File: src/rtl/hyp_engine_arbiter.sv
// Round-robin arbiter sharing one multi-cycle hypotenuse engine among NREQ
// requesters, with one operation in flight and a watchdog on the engine.
module hyp_engine_arbiter #(
  parameter int NREQ    = 4,
  parameter int DW      = 8,
  parameter int RW      = 8,
  parameter int TIMEOUT = 63,
  parameter int IW      = $clog2(NREQ)
) (
  input  logic                 clk,
  input  logic                 rst_n,
  input  logic [NREQ-1:0]      req_valid,
  input  logic [NREQ*DW-1:0]   req_x,
  input  logic [NREQ*DW-1:0]   req_y,
  output logic [NREQ-1:0]      req_ready,
  output logic [NREQ-1:0]      rsp_valid,
  output logic [RW-1:0]        rsp_data,
  output logic                 rsp_err,
  output logic                 eng_start,
  output logic [DW-1:0]        eng_x,
  output logic [DW-1:0]        eng_y,
  input  logic                 eng_done,
  input  logic [RW-1:0]        eng_result,
  output logic                 busy,
  output logic [IW-1:0]        gnt_id
);

  typedef enum logic [1:0] {IDLE, ISSUE, WAIT, RESP} state_t;

  state_t          state_reg;
  logic [IW-1:0]   ptr_reg;
  logic [IW-1:0]   gnt_id_reg;
  logic [DW-1:0]   eng_x_reg;
  logic [DW-1:0]   eng_y_reg;
  logic [7:0]      timer_reg;
  logic [RW-1:0]   rsp_data_reg;
  logic            rsp_err_reg;

  logic [DW-1:0]   x_arr [NREQ];
  logic [DW-1:0]   y_arr [NREQ];
  logic            win_valid;
  logic [IW-1:0]   win_id;

  generate
    for (genvar gi = 0; gi < NREQ; gi++) begin : g_slice
      assign x_arr[gi] = req_x[gi*DW +: DW];
      assign y_arr[gi] = req_y[gi*DW +: DW];
    end
  endgenerate

  // Scan starting at ptr and wrapping; the first valid requester wins.
  always_comb begin
    win_valid = 1'b0;
    win_id    = '0;
    for (int i = 0; i < NREQ; i++) begin
      int idx;
      idx = int'(ptr_reg) + i;
      if (idx >= NREQ) idx = idx - NREQ;
      if (!win_valid && req_valid[IW'(idx)]) begin
        win_valid = 1'b1;
        win_id    = IW'(idx);
      end
    end
  end

  always_ff @(posedge clk or negedge rst_n) begin
    if (!rst_n) begin
      state_reg    <= IDLE;
      ptr_reg      <= '0;
      gnt_id_reg   <= '0;
      eng_x_reg    <= '0;
      eng_y_reg    <= '0;
      timer_reg    <= '0;
      rsp_data_reg <= '0;
      rsp_err_reg  <= 1'b0;
    end else begin
      case (state_reg)
        IDLE: begin
          if (win_valid) begin
            eng_x_reg  <= x_arr[win_id];
            eng_y_reg  <= y_arr[win_id];
            gnt_id_reg <= win_id;
            state_reg  <= ISSUE;
          end
        end
        ISSUE: begin
          timer_reg <= '0;
          state_reg <= WAIT;
        end
        WAIT: begin
          timer_reg <= timer_reg + 8'd1;
          // A completion on the expiry cycle still counts as success.
          if (eng_done) begin
            rsp_data_reg <= eng_result;
            rsp_err_reg  <= 1'b0;
            state_reg    <= RESP;
          end else if (timer_reg == 8'(TIMEOUT - 1)) begin
            rsp_data_reg <= '0;
            rsp_err_reg  <= 1'b1;
            state_reg    <= RESP;
          end
        end
        RESP: begin
          ptr_reg   <= (gnt_id_reg == IW'(NREQ - 1)) ? '0 : gnt_id_reg + 1'b1;
          state_reg <= IDLE;
        end
        default: state_reg <= IDLE;
      endcase
    end
  end

  assign req_ready = (state_reg == IDLE && win_valid) ? (NREQ'(1) << win_id) : '0;
  assign rsp_valid = (state_reg == RESP) ? (NREQ'(1) << gnt_id_reg) : '0;
  assign rsp_data  = (state_reg == RESP) ? rsp_data_reg : '0;
  assign rsp_err   = (state_reg == RESP) ? rsp_err_reg : 1'b0;
  assign eng_start = (state_reg == ISSUE);
  assign eng_x     = eng_x_reg;
  assign eng_y     = eng_y_reg;
  assign busy      = (state_reg != IDLE);
  assign gnt_id    = gnt_id_reg;

endmodule

File: config.mk
export PLATFORM = sky130hd
export DESIGN_NAME = hyp_engine_arbiter
export DESIGN_NICKNAME = d
export VERILOG_FILES = /design/src/rtl/hyp_engine_arbiter.sv
export SDC_FILE = /design/constraint.sdc
export NUM_CORES = 1
export LEC_CHECK = 0
export CAP_MARGIN = 20
export CORE_UTILIZATION = 44
export CTS_CLUSTER_DIAMETER = 150
export DETAILED_ROUTE_END_ITERATION = 16
export PLACE_DENSITY = 0.93
export RECOVER_POWER = 100
export SYNTH_ARGS = -nofsm -noshare
export SYNTH_HDL_FRONTEND = slang
export SYNTH_SLANG_ARGS = --single-unit
File: constraint.sdc
create_clock -name clk -period 3.73 [get_ports clk]
set_input_delay 0.746 -clock clk [delete_from_list [all_inputs] [get_ports clk]]
set_output_delay 0.746 -clock clk [all_outputs]
set_load 0.05 [all_outputs]
== Word level (Yosys, flattened, before mapping) ==
Cells that the tools add are included.

* Register bits: 39
* Input bits: 79
* Output and inout bits: 37

* Add/sub/neg operators: 9
* Order comparisons: 9
* Equality and inequality tests: 7
* Shift operators: 2
* Multiplexer cells: 44
* Bitwise logic cells: 1
* Reductions and logical operators: 14

{| class="wikitable"
|+ Operators with widths
! operator !! count
|-
| two-way mux 8 bit || 7
|-
| binary-select mux 8 bit (select 2 bit) || 2
|-
| two-way mux 2 bit || 12
|-
| less-than comparator 2 x 4 -> 1 bit, second input constant || 4
|-
| case mux 8 bit (2 select lines) || 1
|-
| two-way mux 1 bit || 15
|-
| greater-or-equal comparator 3 bit, second input constant || 4
|-
| adder 8 x 1 -> 8 bit, second input constant || 1
|-
| binary-select mux 1 bit (select 2 bit) || 4
|-
| == test 8 x 6 -> 1 bit, second input constant || 1
|-
| two-way mux 4 bit || 2
|-
| case mux 2 bit (4 select lines) || 1
|-
| left shift 1 x 2 -> 4 bit, first input constant || 2
|-
| subtractor 2 x 1 -> 2 bit, second input constant || 4
|-
| adder 2 x 2 -> 3 bit, second input constant || 2
|-
| == test 2 bit, second input constant || 3
|-
| AND reduction 2 bit || 3
|-
| nonzero test 2 bit || 3
|-
| logical AND 1 bit || 4
|-
| adder 2 x 1 -> 3 bit, second input constant || 1
|-
| greater-or-equal comparator 2 x 3 -> 1 bit, second input constant || 1
|-
| zero test 1 bit || 3
|-
| inequality test 3 bit, second input constant || 1
|-
| inverter 2 -> 3 bit || 1
|-
| other kinds (4) || 4
|}

== Depth between registers and ports, before layout ==
Gate-level depths: netlist of run 1.

* Depth after elaboration: 19
* Mapped depth: 7
* Gate-level depth less buffers: 7

== Worst setup path after synthesis of run 1 ==
No wires, ideal clock.

* Kind: input to output
* Start: input req_valid[0]
* End: output req_ready[2]
* Arrival: 2.247 ns
* Required time: 2.984 ns
* Slack: 0.737 ns
* Stages: 7
* Path through: a21o_1 > a21boi_1 > o22ai_1 > or2_1 > buf_6 > buf_6 > nor2_1

* Word-level cells in the longest chain between the ends: 15

{| class="wikitable"
|+ RTL lines
! element !! line !! text
|-
| from (decl) || 12 || <nowiki>input logic [NREQ-1:0] req_valid,</nowiki>
|-
| binary-select mux 1 bit (select 2 bit) || 59 || <nowiki>if (!win_valid && req_valid[IW'(idx)]) begin</nowiki>
|-
| two-way mux 1 bit (implied by the code) (2 in series) || 59 ||
|-
| two-way mux 1 bit || 59 ||
|-
| zero test 1 bit || 59 ||
|-
| logical AND 1 bit || 59 ||
|-
| two-way mux 1 bit || 59 ||
|-
| zero test 1 bit || 59 ||
|-
| logical AND 1 bit || 59 ||
|-
| two-way mux 1 bit || 59 ||
|-
| zero test 1 bit || 59 ||
|-
| logical AND 1 bit || 59 ||
|-
| two-way mux 2 bit or two-way mux 1 bit (tied branches) || 59 ||
|-
| left shift 1 x 2 -> 4 bit or logical AND 1 bit (tied branches) || 112 || <nowiki>assign req_ready = (state_reg == IDLE && win_valid) ? (NREQ'(1) << win_id) : '0;</nowiki>
|-
| two-way mux 4 bit (*) || 112 ||
|-
| to (decl) || 15 || <nowiki>output logic [NREQ-1:0] req_ready,</nowiki>
|}

Mark *: on every way between the ends. The rest lies on a longest branch, timed or not. The select of a mux whose other input is x is not followed.

== Final worst setup path of run 1 ==
* Start: input req_valid[1]
* End: output req_ready[3]

Same word-level chain as after synthesis.

==> results of run 1 <==
routing by layer:
layer / track usage, % / vias up / share of wire [%]
li1: - / 1047 / -
met1: 29.05 / 1077 / 39
met2: 42.54 / 75 / 54
met3: 6.292 / 18 / 4.1
met4: 11.53 / 0 / 2.4
met5: 0 / - / 0
worst max-delay path: cells and delay by family:
family	cells	cell delay (ns)
AOI/OAI and AO/OA	1	0.69
and+or+nand+nor	2	0.50
buffers and inverters	2	0.74
worst min path at each step:
stage	from	endpoint	cells after the start
after CTS	eng_y[6]	eng_y[6]	2
after global placement	eng_x[5]	eng_x[5]	2
after floorplan	rst_n	eng_x[0]	0
after detailed placement	eng_y[6]	eng_y[6]	2
after global routing	eng_y[4]	eng_y[4]	2
final	eng_x[4]	eng_x[4]	2
per-stage QoR:
| stage | cell area, µm² | std cells | utilization (%) | setup WS, ns |
|---|---|---|---|---|
| final | 3603 | 411 | 70.55 | 0.3195 |
| after global placement | 3518 | 403 | 68.89 | 0.5661 |
| after floorplan | 2345 | 227 | - | 0.7372 |
| after CTS | 3633 | 411 | 71.14 | 0.5018 |
| after detailed placement | 3518 | 403 | 68.89 | 0.5195 |
| after global routing | 3603 | 411 | 70.55 | 0.2062 |
power groups by stage:
stage,clock network (W),logic (W),registers [W]
CTS,0.000367,0.00183,0.000737
floorplan,0,0.000956,0.00104
finish,0.000359,0.00176,0.000736
global placement,0,0.00177,0.000727
global route,0.000389,0.00187,0.000756
detailed placement,0,0.00182,0.000742
logic make-up after synthesis:
kind of cell | synth area share (%)
xor+xnor | 0.3736
fa+ha+maj | 5.870
simple gates | 14.30
flops | 41.62
mux | 15.53
compound gates | 16.81
buf+inv | 5.496
cell type report:
class	instances	area, µm²
inverters	10	37.54
repair buffers	119	1159
multi-input cells	165	1229
well taps	70	87.58
clock buffers	5	68.82
fillers	398	1504
flip-flops and latches	39	975.9
clock inverters	3	46.29
synth_stat cells (4+ instances only):
library cell and instances:
dfrtp_1 39, mux2i_1 33, nand2_1 28, o221ai_1 16, and2_1 14, ha_1 11, inv_1 10, nor2_1 9
a22o_1 8, o21ai_0 7, a21oi_1 5, buf_6 5, buf_2 4
==> impl_metrics.env, run 1 <==
export IMPL_status="complete, but fails checks"
export IMPL_violations="max-capacitance violations, max-slew violations"
export IMPL_path_cells="clkdlybuf4s50_1 > o41ai_1 > or2_1 > nor2_1 > buf_4"
export IMPL_ir_worst_vdd_v=0.0004292
export IMPL_cp_arrival_ns=2.66
export IMPL_reg2reg_slack_ns=1.28
export IMPL_critPathLaunchType="primary input"
export IMPL_grt_ovfl_total=0
export IMPL_post_cts_buffers=0
export IMPL_syn_inst=227
export IMPL_ant_nets=0
export IMPL_p_seq_share_pct=25.8
export IMPL_ys_flop_type="dfrtp_1"
export IMPL_clock_root_buffer="clkbuf_8"
export IMPL_drive_above_1_share_pct=5.572
export IMPL_cp_startpoint="req_valid[1]"
export IMPL_drt_iter0_drc=172
export IMPL_clock_sinks=39
export IMPL_pwr_share_clk_pct=12.6
export IMPL_hold_ws_ns=0.4921
export IMPL_worstSetupEndpointType="output pin"
export IMPL_ys_types=38
export IMPL_dp_hpwl_um=5192
export IMPL_path_clk_slew_ns=0.08
export IMPL_synth_area_leaders="dfrtp_1 (42%), mux2i_1 (14%), o221ai_1 (6.0%)"
export IMPL_grt_antenna_before_repair=0
export IMPL_rr_endpoint="eng_y[2]"
export IMPL_finalSetupViolCount=0
export IMPL_routed_via_count=2217
export IMPL_fin_worst_skew_ns=0.007986
export IMPL_power_w=0.002854
export IMPL_slew_violations=40
export IMPL_yosys_warnings=0
export IMPL_pin_count=116
export IMPL_gp_congestion=0.8109
export IMPL_p_leak_nw=1.674
export IMPL_synth_fp_nets=317
export IMPL_worstSetupPathType="in2out"
export IMPL_numCtsBuffers=5
export IMPL_syn_cell_area_um2=2345
export IMPL_drtPass1Iterations=4
export IMPL_hp_class="reg2reg"
export IMPL_endpoint="req_ready[3]"
export IMPL_port_buffers=115
export IMPL_fmax_mhz=293.2
export IMPL_final_setup_tns_ns=0
export IMPL_p_comb_share_pct=61.6
export IMPL_area_growth_pct=53.68
export IMPL_p_int_w=0.001442
export IMPL_cellPowerDensity_nw_per_um2=792.0
export IMPL_cts_tree="built"
export IMPL_period_share_pct=91.43
export IMPL_drt_wl_total_um=6830
export IMPL_wl_per_cell_um=16.62
export IMPL_remaining_drc_errors=0
export IMPL_fin_nets=430
export IMPL_yosysSeqAreaShare_pct=41.62
export IMPL_synth_avg_cell_area_um2=10.33
export IMPL_clock_latency_ns=0.29
export IMPL_final_common_cell="clkdlybuf4s50_1"
export IMPL_cts_path_max_buffers=2
export IMPL_cp_max_fo=9
export IMPL_async_reset_ff_share_pct=100.0
export IMPL_r2r_start="ptr_reg[0]"
export IMPL_fp_row_count=26
export IMPL_grt_max_degree=40
export IMPL_grt_pass1_vias=2064
export IMPL_worst_r2r_path_depth=6
export IMPL_layout_common_cells="clkdlybuf4s50_1 (76), dfrtp_1 (39), dlygate4sd3_1 (34)"
export IMPL_die_x_um=75
export IMPL_rsz0062_at_grt="no"
export IMPL_fin_crit_ns=3.410
export IMPL_cap_violations=1
export IMPL_ys_seq_elements=39
export IMPL_netlist_area_leader_share_pct=41.62
export IMPL_netSwitchingFraction_pct=49.46
export IMPL_cp_slowest_cell="o41ai_1"
export IMPL_hold_buffers=0
export IMPL_cts_resized=0
export IMPL_relSlewSlack_pct=-37.47
export IMPL_dieHeight_um=75
export IMPL_diodes=0
export IMPL_critPathRequiredTime_ns=2.98
export IMPL_hold_viol=0
export IMPL_yosys_area_top_type="dfrtp_1"
export IMPL_worst_pin_slew_ns=2.062
export IMPL_synth_edff_count=0
export IMPL_slowest_delay_ns=0.69
export IMPL_core_area_um2=5107
export IMPL_dieArea_um2=5625
export IMPL_grt_first_pass_wirelength_um=10050
export IMPL_initial_core_util_pct=45.91
export IMPL_htree_levels=2
export IMPL_vias_per_cell=5.394
export IMPL_p_switching_w=0.001412
export IMPL_grt_total_usage_pct=24.76
(Power assumes the default switching activity.)
==> run 2: changes to the inputs <==
--- a/config.mk
+++ b/config.mk
@@ -8,6 +8,6 @@
 export CAP_MARGIN = 20
-export CORE_UTILIZATION = 44
+export CORE_UTILIZATION = 37
 export CTS_CLUSTER_DIAMETER = 150
 export DETAILED_ROUTE_END_ITERATION = 16
-export PLACE_DENSITY = 0.93
+export PLACE_DENSITY = 0.84
 export RECOVER_POWER = 100
==> constraint.sdc (replaced) <==
create_clock -name clk -period 2.85 [get_ports clk]
set_input_delay 0.855 -clock clk [delete_from_list [all_inputs] [get_ports clk]]
set_output_delay 0.855 -clock clk [all_outputs]
set_load 0.05 [all_outputs]
==> run 2 against run 1 <==
- the flow now finishes without violations
- largest cell class is now non-clock buffers
- sequential power up 31%
- via count up 4.3%
- sequential share of layout area down 2.6 points
- worst hold slack worse by 0.0056 ns
- flip-flop and latch count unchanged
- global-route usage down 4.6 points
- first-iteration DRC count down 43%
- final area up 10%
==> impl_metrics.env, run 2 (synthesis gave the netlist of run 1 again) <==
export IMPL_status="complete, no violations"
export IMPL_final_common_cell="clkdlybuf4s50_1"
export IMPL_pin_count=116
export IMPL_ir_worst_vdd_v=0.0005412
export IMPL_worst_pin_slew_ns=0.9899
export IMPL_period_share_pct=99.02
export IMPL_clock_root_buffer="clkbuf_8"
export IMPL_grt_antenna_before_repair=0
export IMPL_grt_max_degree=40
export IMPL_cpLargestDelayFamily="compound AO/OA/AOI/OAI gates"
export IMPL_multi_input_area_um2=1315
export IMPL_fin_worst_skew_ns=0.006156
export IMPL_cp_num_buf_inv=2
export IMPL_fp_row_count=28
export IMPL_hold_path_endpoint="eng_x[7]"
export IMPL_fin_crit_ns=2.822
export IMPL_nFillCells=505
export IMPL_dp_cells=419
export IMPL_slew_violations=0
export IMPL_route_met3_wl_um=357
export IMPL_dieHeight_um=81.61
export IMPL_hold_start="eng_x[7]"
export IMPL_clock_latency_ns=0.29
export IMPL_grt_ovfl_total=0
export IMPL_top_layer_used="met4"
export IMPL_hold_ws_ns=0.4866
export IMPL_fmax_mhz=354.4
export IMPL_r2r_start="state_reg[0]"
export IMPL_dieArea_um2=6659
export IMPL_cts_tree="built"
export IMPL_area_growth_pct=69.80
export IMPL_wl_per_cell_um=15.28
export IMPL_gp_congestion=0.7861
export IMPL_routed_via_count=2313
export IMPL_wl_met1_um=2900
export IMPL_worst_r2r_path_depth=17
export IMPL_worstSetupEndpointType="output pin"
export IMPL_stdcell_count=453
export IMPL_cp_slowest_cell="and2b_2"
export IMPL_p_leak_nw=1.858
export IMPL_hold_viol=0
export IMPL_drive_above_1_share_pct=23.81
export IMPL_grt_pass1_vias=2245
export IMPL_die_x_um=81.61
export IMPL_cp_arrival_ns=1.97
export IMPL_cp_max_fo=5
export IMPL_grt_first_pass_wirelength_um=10320
export IMPL_core_area_um2=6026
export IMPL_htree_levels=2
export IMPL_initial_core_util_pct=38.91
export IMPL_drt_iter0_drc=98
export IMPL_regArea_um2=975.9
export IMPL_cap_violations=0
export IMPL_drt_wl_total_um=6920
export IMPL_fin_nets=467
export IMPL_slowest_delay_ns=0.23
export IMPL_grt_total_usage_pct=20.11
export IMPL_critPathRequiredTime_ns=2.00
export IMPL_ant_nets=0
export IMPL_remaining_drc_errors=0
export IMPL_critPathLaunchType="primary input"
export IMPL_clock_sinks=39
export IMPL_path_clk_slew_ns=0.08
export IMPL_met2WireLength_um=3529
export IMPL_dp_hpwl_um=4770
export IMPL_reg2reg_slack_ns=0.12
export IMPL_rr_endpoint="eng_x[6]"
export IMPL_path_cells="buf_8 > and2b_2 > a21oi_4 > o21ai_2 > a21o_1 > nor2_2 > buf_6"
export IMPL_cellPowerDensity_nw_per_um2=1047
export IMPL_finalSetupViolCount=0
export IMPL_hp_class="reg2reg"
export IMPL_cts_path_max_buffers=2
export IMPL_numCtsBuffers=5
export IMPL_rsz0062_at_grt="yes"
export IMPL_layout_common_cells="clkdlybuf4s50_1 (91), buf_4 (51), dfrtp_1 (39)"
export IMPL_port_buffers=115
export IMPL_diodes=0
export IMPL_worstSetupPathType="in2out"
export IMPL_vias_per_cell=5.106
export IMPL_min_path_cells=2
export IMPL_drtPass1Iterations=4
export IMPL_relSlewSlack_pct=34.01
## run 2: changes by cell type in the layout (fill, tap and decap cells not counted), moves of 3 or more
cell             before  now
clkdlybuf4s50_1      76   91
dlygate4sd3_1        34    1
buf_4                 6   51
buf_6                 0    8
nor2_1                9    4
nor2_4                0    3
## run 2: timing repair
item | 4_1_cts | 5_1_grt
setup endpoints to repair | 4 | 4
buffers inserted | 23 | 3
hold buffers | 0 | 0
pin swaps | 7 | 5
gates resized for setup | 31 | 12
## run 2: layout make-up
class | count | share of cell area, %
multi-input cells | 165 | 33.03
repair buffers | 156 | 36.20
flip-flops and latches | 39 | 24.51
inverters | 10 | 0.9428
well taps | 75 | 2.357
clock inverters | 2 | 0.8799
clock buffers | 6 | 2.074
## run 2: how the worst max path moves through the flow
stage                             from           end  slack, ns  depth (start not counted)
after floorplan           req_valid[0]  req_ready[0]      -0.22                          7
after global placement    req_valid[0]  req_ready[2]      -0.41                          6
after detailed placement  req_valid[0]  req_ready[2]      -0.48                          6
after CTS                 req_valid[2]  req_ready[2]      0.008                          6
after global routing      req_valid[3]  req_ready[2]      -0.03                          6
final                     req_valid[0]  req_ready[1]       0.03                          7
## run 2: stage by stage
step	setup TNS [ns]	util [%]	total power (W)	cell area [µm²]	setup slack (ns)
5_1_grt	-0.1253	66.07	0.004404	3981	-0.02763
4_1_cts	0	65.28	0.004120	3934	0.008413
3_5_place_dp	-1.696	59.66	0.003372	3595	-0.4776
3_3_place_gp	-1.475	59.66	0.003314	3595	-0.4065
2_1_floorplan	-0.5751	-	0.002619	2355	-0.2215
6_report	0	66.07	0.004167	3981	0.02796
## run 2: metal layers
metal  vias up  global-route usage [%]
met5         -                       0
met4         0                   6.842
met3        13                   4.000
met2        70                   35.75
met1      1107                   24.08
li1       1123                       -
## run 2: power by group
part           switching (W)  leakage (nW)  internal, W
Sequential          0.000174         0.492     0.000787
Combinational        0.00156          1.31      0.00117
Clock               0.000199        0.0612     0.000283
## run 2: worst reg2reg max path, cell delays in order (launching register included)
cell and delay [ns]:
dfrtp_1 0.42, inv_1 0.12, ha_1 0.24, o41ai_4 0.13, buf_4 0.15, buf_4 0.12, buf_4 0.13, buf_4 0.13
buf_4 0.12, buf_4 0.12, buf_4 0.12, buf_4 0.12, buf_4 0.12, buf_4 0.12, buf_4 0.12, buf_4 0.14
nand2_1 0.06, o221ai_1 0.10
==> run 3: changes to the inputs <==
CTS_CLUSTER_SIZE = 10   (was default)
==> results of run 3 <==
Final layout, timing and power as in run 2 (identical DEF).
